**config.mk**
```make
export PLATFORM = sky130hd
export DESIGN_NAME = otter_cu_fsm
export DESIGN_NICKNAME = d
export VERILOG_FILES = /design/src/rtl/otter_pkg.sv /design/src/rtl/otter_cu_fsm.sv
export SDC_FILE = /design/constraint.sdc
export NUM_CORES = 1
export LEC_CHECK = 0
export ABC_AREA = 0
export BUFFER_PORTS_ARGS = -buffer_cell sky130_fd_sc_hd__clkbuf_2
export CAP_MARGIN = 20
export CORE_UTILIZATION = 45
export DETAILED_ROUTE_END_ITERATION = 7
export PLACE_DENSITY_LB_ADDON = 0.12
export REMOVE_ABC_BUFFERS = 1
export SLEW_MARGIN = 20
export SYNTH_ARGS = -nofsm -noshare
export SYNTH_HDL_FRONTEND = slang
export SYNTH_SLANG_ARGS = --single-unit
```
**constraint.sdc**
```tcl
create_clock -name clk -period 1.93 [get_ports clk]
set_input_delay 0.193 -clock clk [delete_from_list [all_inputs] [get_ports clk]]
set_output_delay 0.193 -clock clk [all_outputs]
set_load 0.1 [all_outputs]
```
**src/rtl/otter_pkg.sv**
```systemverilog
// Shared OTTER control definitions: control-unit states and RV32I base opcodes.
// Both the control FSM and the combinational decoder import these definitions.
package otter_pkg;

  typedef enum logic [2:0] {
    ST_INIT  = 3'd0,
    ST_FETCH = 3'd1,
    ST_EXEC  = 3'd2,
    ST_WB    = 3'd3,
    ST_INTR  = 3'd4
  } cu_state_t;

  localparam logic [6:0] OP_RTYPE  = 7'b0110011;
  localparam logic [6:0] OP_ITYPE  = 7'b0010011;
  localparam logic [6:0] OP_LOAD   = 7'b0000011;
  localparam logic [6:0] OP_STORE  = 7'b0100011;
  localparam logic [6:0] OP_BRANCH = 7'b1100011;
  localparam logic [6:0] OP_LUI    = 7'b0110111;
  localparam logic [6:0] OP_AUIPC  = 7'b0010111;
  localparam logic [6:0] OP_JAL    = 7'b1101111;
  localparam logic [6:0] OP_JALR   = 7'b1100111;
  localparam logic [6:0] OP_SYS    = 7'b1110011;

endpackage

```
**src/rtl/otter_cu_fsm.sv**
```systemverilog
// OTTER multi-cycle control unit: sequences INIT/FETCH/EXEC/WB, drives write strobes, counts INSTRET.
// Define OTTER_INTR_EN to enable interrupt entry through ST_INTR on retire cycles.
module otter_cu_fsm
  import otter_pkg::*;
#(
  parameter int INIT_CYCLES = 2,
  parameter int CNT_W       = 32
) (
  input  logic             clk,
  input  logic             rst_n,
  input  logic [6:0]       opcode,
  input  logic [2:0]       funct,
  input  logic             dmem_rdy,
  input  logic             intr,
  input  logic             mie,
  output logic             pc_write,
  output logic             reg_write,
  output logic             mem_rden1,
  output logic             mem_rden2,
  output logic             mem_we2,
  output logic             rf_rst,
  output logic             csr_we,
  output logic             mret_exec,
  output logic             illegal,
  output logic             int_taken,
  output logic [CNT_W-1:0] instret
);

  localparam int            IW        = (INIT_CYCLES > 1) ? $clog2(INIT_CYCLES) : 1;
  localparam logic [IW-1:0] INIT_LAST = IW'(INIT_CYCLES - 1);

  cu_state_t     state_q, state_d, retire_next;
  logic [IW-1:0] init_cnt;
  logic          irq;

`ifdef OTTER_INTR_EN
  assign irq = intr & mie;
`else
  logic intr_unused;
  assign intr_unused = intr ^ mie;
  assign irq         = 1'b0;
`endif

  // Async reset lands in ST_INIT, so rf_rst is asserted straight from the state decode.
  always_ff @(posedge clk or negedge rst_n) begin
    if (!rst_n) begin
      state_q  <= ST_INIT;
      init_cnt <= '0;
      instret  <= '0;
    end else begin
      state_q <= state_d;
      if (state_q == ST_INIT && init_cnt != INIT_LAST)
        init_cnt <= init_cnt + IW'(1);
      if (pc_write && state_q != ST_INTR)
        instret <= instret + CNT_W'(1);
    end
  end

  always_comb begin
    state_d     = state_q;
    pc_write    = 1'b0;
    reg_write   = 1'b0;
    mem_rden1   = 1'b0;
    mem_rden2   = 1'b0;
    mem_we2     = 1'b0;
    rf_rst      = 1'b0;
    csr_we      = 1'b0;
    mret_exec   = 1'b0;
    illegal     = 1'b0;
    int_taken   = 1'b0;
    retire_next = irq ? ST_INTR : ST_FETCH;

    case (state_q)
      ST_INIT: begin
        rf_rst = 1'b1;
        if (init_cnt == INIT_LAST) state_d = ST_FETCH;
      end

      ST_FETCH: begin
        mem_rden1 = 1'b1;
        state_d   = ST_EXEC;
      end

      ST_EXEC: begin
        pc_write = 1'b1;
        state_d  = retire_next;
        case (opcode)
          OP_RTYPE, OP_ITYPE, OP_LUI, OP_AUIPC, OP_JAL, OP_JALR:
            reg_write = 1'b1;
          OP_BRANCH: ;
          OP_STORE:
            mem_we2 = 1'b1;
          OP_LOAD: begin
            // Load retires in ST_WB once data is valid, not here.
            pc_write  = 1'b0;
            mem_rden2 = 1'b1;
            state_d   = ST_WB;
          end
          OP_SYS: begin
            if (funct != 3'b000) begin
              reg_write = 1'b1;
              csr_we    = 1'b1;
            end else begin
              mret_exec = 1'b1;
            end
          end
          default:
            illegal = 1'b1;
        endcase
      end

      ST_WB: begin
        mem_rden2 = 1'b1;
        if (dmem_rdy) begin
          reg_write = 1'b1;
          pc_write  = 1'b1;
          state_d   = retire_next;
        end
      end

      ST_INTR: begin
`ifdef OTTER_INTR_EN
        int_taken = 1'b1;
        pc_write  = 1'b1;
`endif
        state_d = ST_FETCH;
      end

      default: state_d = ST_INIT;
    endcase
  end

endmodule
```
==> results.md <==
- Status: finished, final reports clean
- Top FF cell, synth: dfrtp_1
- Post-DP HPWL: 2950 um
- # IOs: 57
- Hold crit path type: in2async
- # hold bufs at CTS: 0
- Placed cell areas: 2300 sq um
- Synth-to-Final Area Change: 40.3%
- Clock period minus worst slack: 1860 ps
- Die area: 4130 sq um
- Mean Syn Cell Area: 10.3 sq um
- Die Y: 64.3 um
- DRC errors left: 0
- Startpoint types: register
- Worst vdd ir: 1220 uV
- Synth async-reset ratio: 1.00
- Critical Path AT: 1670 ps
- Yosys warning count: 0
- Cell leakage power: 0.00118 uW
- Worst slew margin: 0.431
- Count of state elements after synthesis: 35
- Kind of critical path: reg2out
- Via count: 1497
- Sequential share of the synthesized area: 0.501
- Final instance area: 2450 sq um
- Initial antenna violation count: 0
- CP Capture Type: output port
- Met2 Track Usage GR: 0.341
- Critical path peak fanout: 4
- Final std cells w/o fill: 297
- Placed insts: 288
- Largest net degree at the start of global routing: 36
- Slew @ Worst Pin: 853 ps
- Cells on worst reg2reg path: 7
- R2R Setup Slk: 100 ps
- N_diodes: 0
- Reg2reg end: instret[4]
- Gr ovfl total: 0
- CTS root buffer: clkbuf_8
- Reg-to-reg startpoint: state_q[0]
- Synth area leaders: dfrtp_1 50%, xnor2_1 13%, nand2_1 5.8%
- Final Core Density: 0.664
- Vias per cell: 5.04
- Tcrit/Tclk final: 0.963
- Synth cell types: 34
- Setup Viol. Count Final: 0
- Top-count cell post-synth: dfrtp_1
- Fillers: 310
- H-tree levels: 2
- CTS tree: built
- Share of layout cells above drive strength 1: 0.382
- Power Dens Cells: 1020 nW/um^2
- Final wirelength: 3960 um
- M3 GR Usage: 0.0625
- Detail Route Antenna Nets: 0
- Clk_skew: 7.56 ps
- Post-synth EDFFs: 0
- Yosys top cell by area: dfrtp_1
- Yosys top cell area share: 0.501
- Mapped cell area: 1750 sq um
- Data required time of the worst path: 1740 ps
- Count of max-cap constraint violations: 0
- Wirelength per Cell: 13.3 um
- Met1 Track Usage GR: 0.278
- WHS: 3.20 ps
- CTS clk-pin slew, worst paths: 70 ps
- CTS buffer count: 5
- GRT Util Overall: 0.214
- Num Clock Sinks: 35
- Max Root-Sink Buffers: 2
- Nets: 264
- Vias in the first global route: 1432
- Initial DRT Pass Iterations: 4
- Final WS setup: 72.0 ps
- Max Slew Vio Count: 0
- Die X: 64.3 um
- Final count of hold timing violations: 0
- Gpl congestion: 0.746
- Clock Latency Late Sink: 290 ps
- FP Rows: 22
- Initial Utilization: 0.474
- Port Buffer Count: 53
- Fmax: 0.538 GHz
- Drt initial violations: 81
- First-pass GRT wire length: 6680 um
- Most frequent cells after synthesis: 35 x dfrtp_1, 27 x nand2_1, 25 x xnor2_1, 13 x nor2_1, 10 x nand4_1
- Most used routing layer: met2
- Placement Setup Slack: -75.6 ps
- Core area: 3690 sq um
- Cells after Synth: 170
[stage by stage]
step | TNS (ps) | power, uW
after floorplan | -9730 | 1630
after global placement | -51.4 | 1910
after CTS | 0 | 2510
after detailed placement | -235 | 1940
after global routing | -0.910 | 2600
final | 0 | 2490
[metal layers]
metal | vias up | part of all wire | wire, um
li1 | 740 | - | -
met1 | 725 | 0.47 | 1880
met2 | 30 | 0.48 | 1910
met3 | 2 | 0.038 | 151
met4 | 0 | 0.0061 | 24
met5 | - | 0 | 0
[flip-flops by register name, summed over array words and instances (netlist names)]
signal    count
state_q       2
instret      32
init_cnt      1
[area by class of cell]
type	count	area, sq um	area share
Sequential cell	35	877	0.358
Multi-Input combinational cell	129	871	0.355
Timing Repair Buffer	73	526	0.215
Clock buffer	6	82.6	0.0337
Tap cell	48	60.1	0.0245
Inverter	4	17.5	0.00715
Clock inverter	2	16.3	0.00664
[worst max-delay path, stage by stage, from the launching register on]
cell      delay (ps)
dfrtp_1          380
or4_4            440
o211ai_4         230
buf_12           140
inv_4             40
buf_12           150
[where the power goes]
part | total [uW] | internal [uW] | switching (uW) | leakage, uW
clock | 562 | 291 | 271 | 0.0000474
sequential | 869 | 804 | 64.6 | 0.000467
combinational | 1060 | 270 | 792 | 0.000666
[placed cells by master, fill, tap and decap left out, types with 2 or more instances in the layout]
| cell type | count |
|---|---|
| xnor2_1 | 25 |
| and4_1 | 4 |
| nor3_1 | 4 |
| o21ai_0 | 2 |
| nor3_2 | 2 |
| nor2_1 | 11 |
| clkbuf_8 | 6 |
| xor2_1 | 6 |
| nand3_1 | 8 |
| nand4_1 | 10 |
| buf_12 | 6 |
| inv_1 | 3 |
| nor2b_1 | 3 |
| dfrtp_1 | 34 |
| and3_1 | 5 |
| clkbuf_2 | 46 |
| buf_4 | 20 |
| nand2_1 | 27 |
[timing repair]
item                                    CTS  global route
endpoints found under the setup margin    8            10
buffers inserted                          2             0
gates resized for setup                   3             7
pin swaps                                 3             2
[cell families (layout without fill, tap and decap cells)]
family / Yosys count / count (layout) / share of synthesized area
buffers and inverters: 6 / 85 / 0.0208
DFF: 35 / 35 / 0.501
and+or+nand+nor: 88 / 88 / 0.270
AOI/OAI and AO/OA: 7 / 7 / 0.0372
other: 1 / 1 / 0.00215
xor gates and xnor gates: 31 / 31 / 0.155
muxes: 1 / 1 / 0.00573
adders and majority gates: 1 / 1 / 0.00716
[worst max-delay path by stage]
stage	slack [ps]	to	startpoint
floorplan	-2110	illegal	state_q[1]
global placement	-20	instret[31]	state_q[0]
detailed placement	-80	instret[21]	state_q[0]
CTS	8	illegal	state_q[0]
global route	-0.9	reg_write	state_q[0]
finish	70	pc_write	state_q[0]
Power figures use the tool's default switching activity.
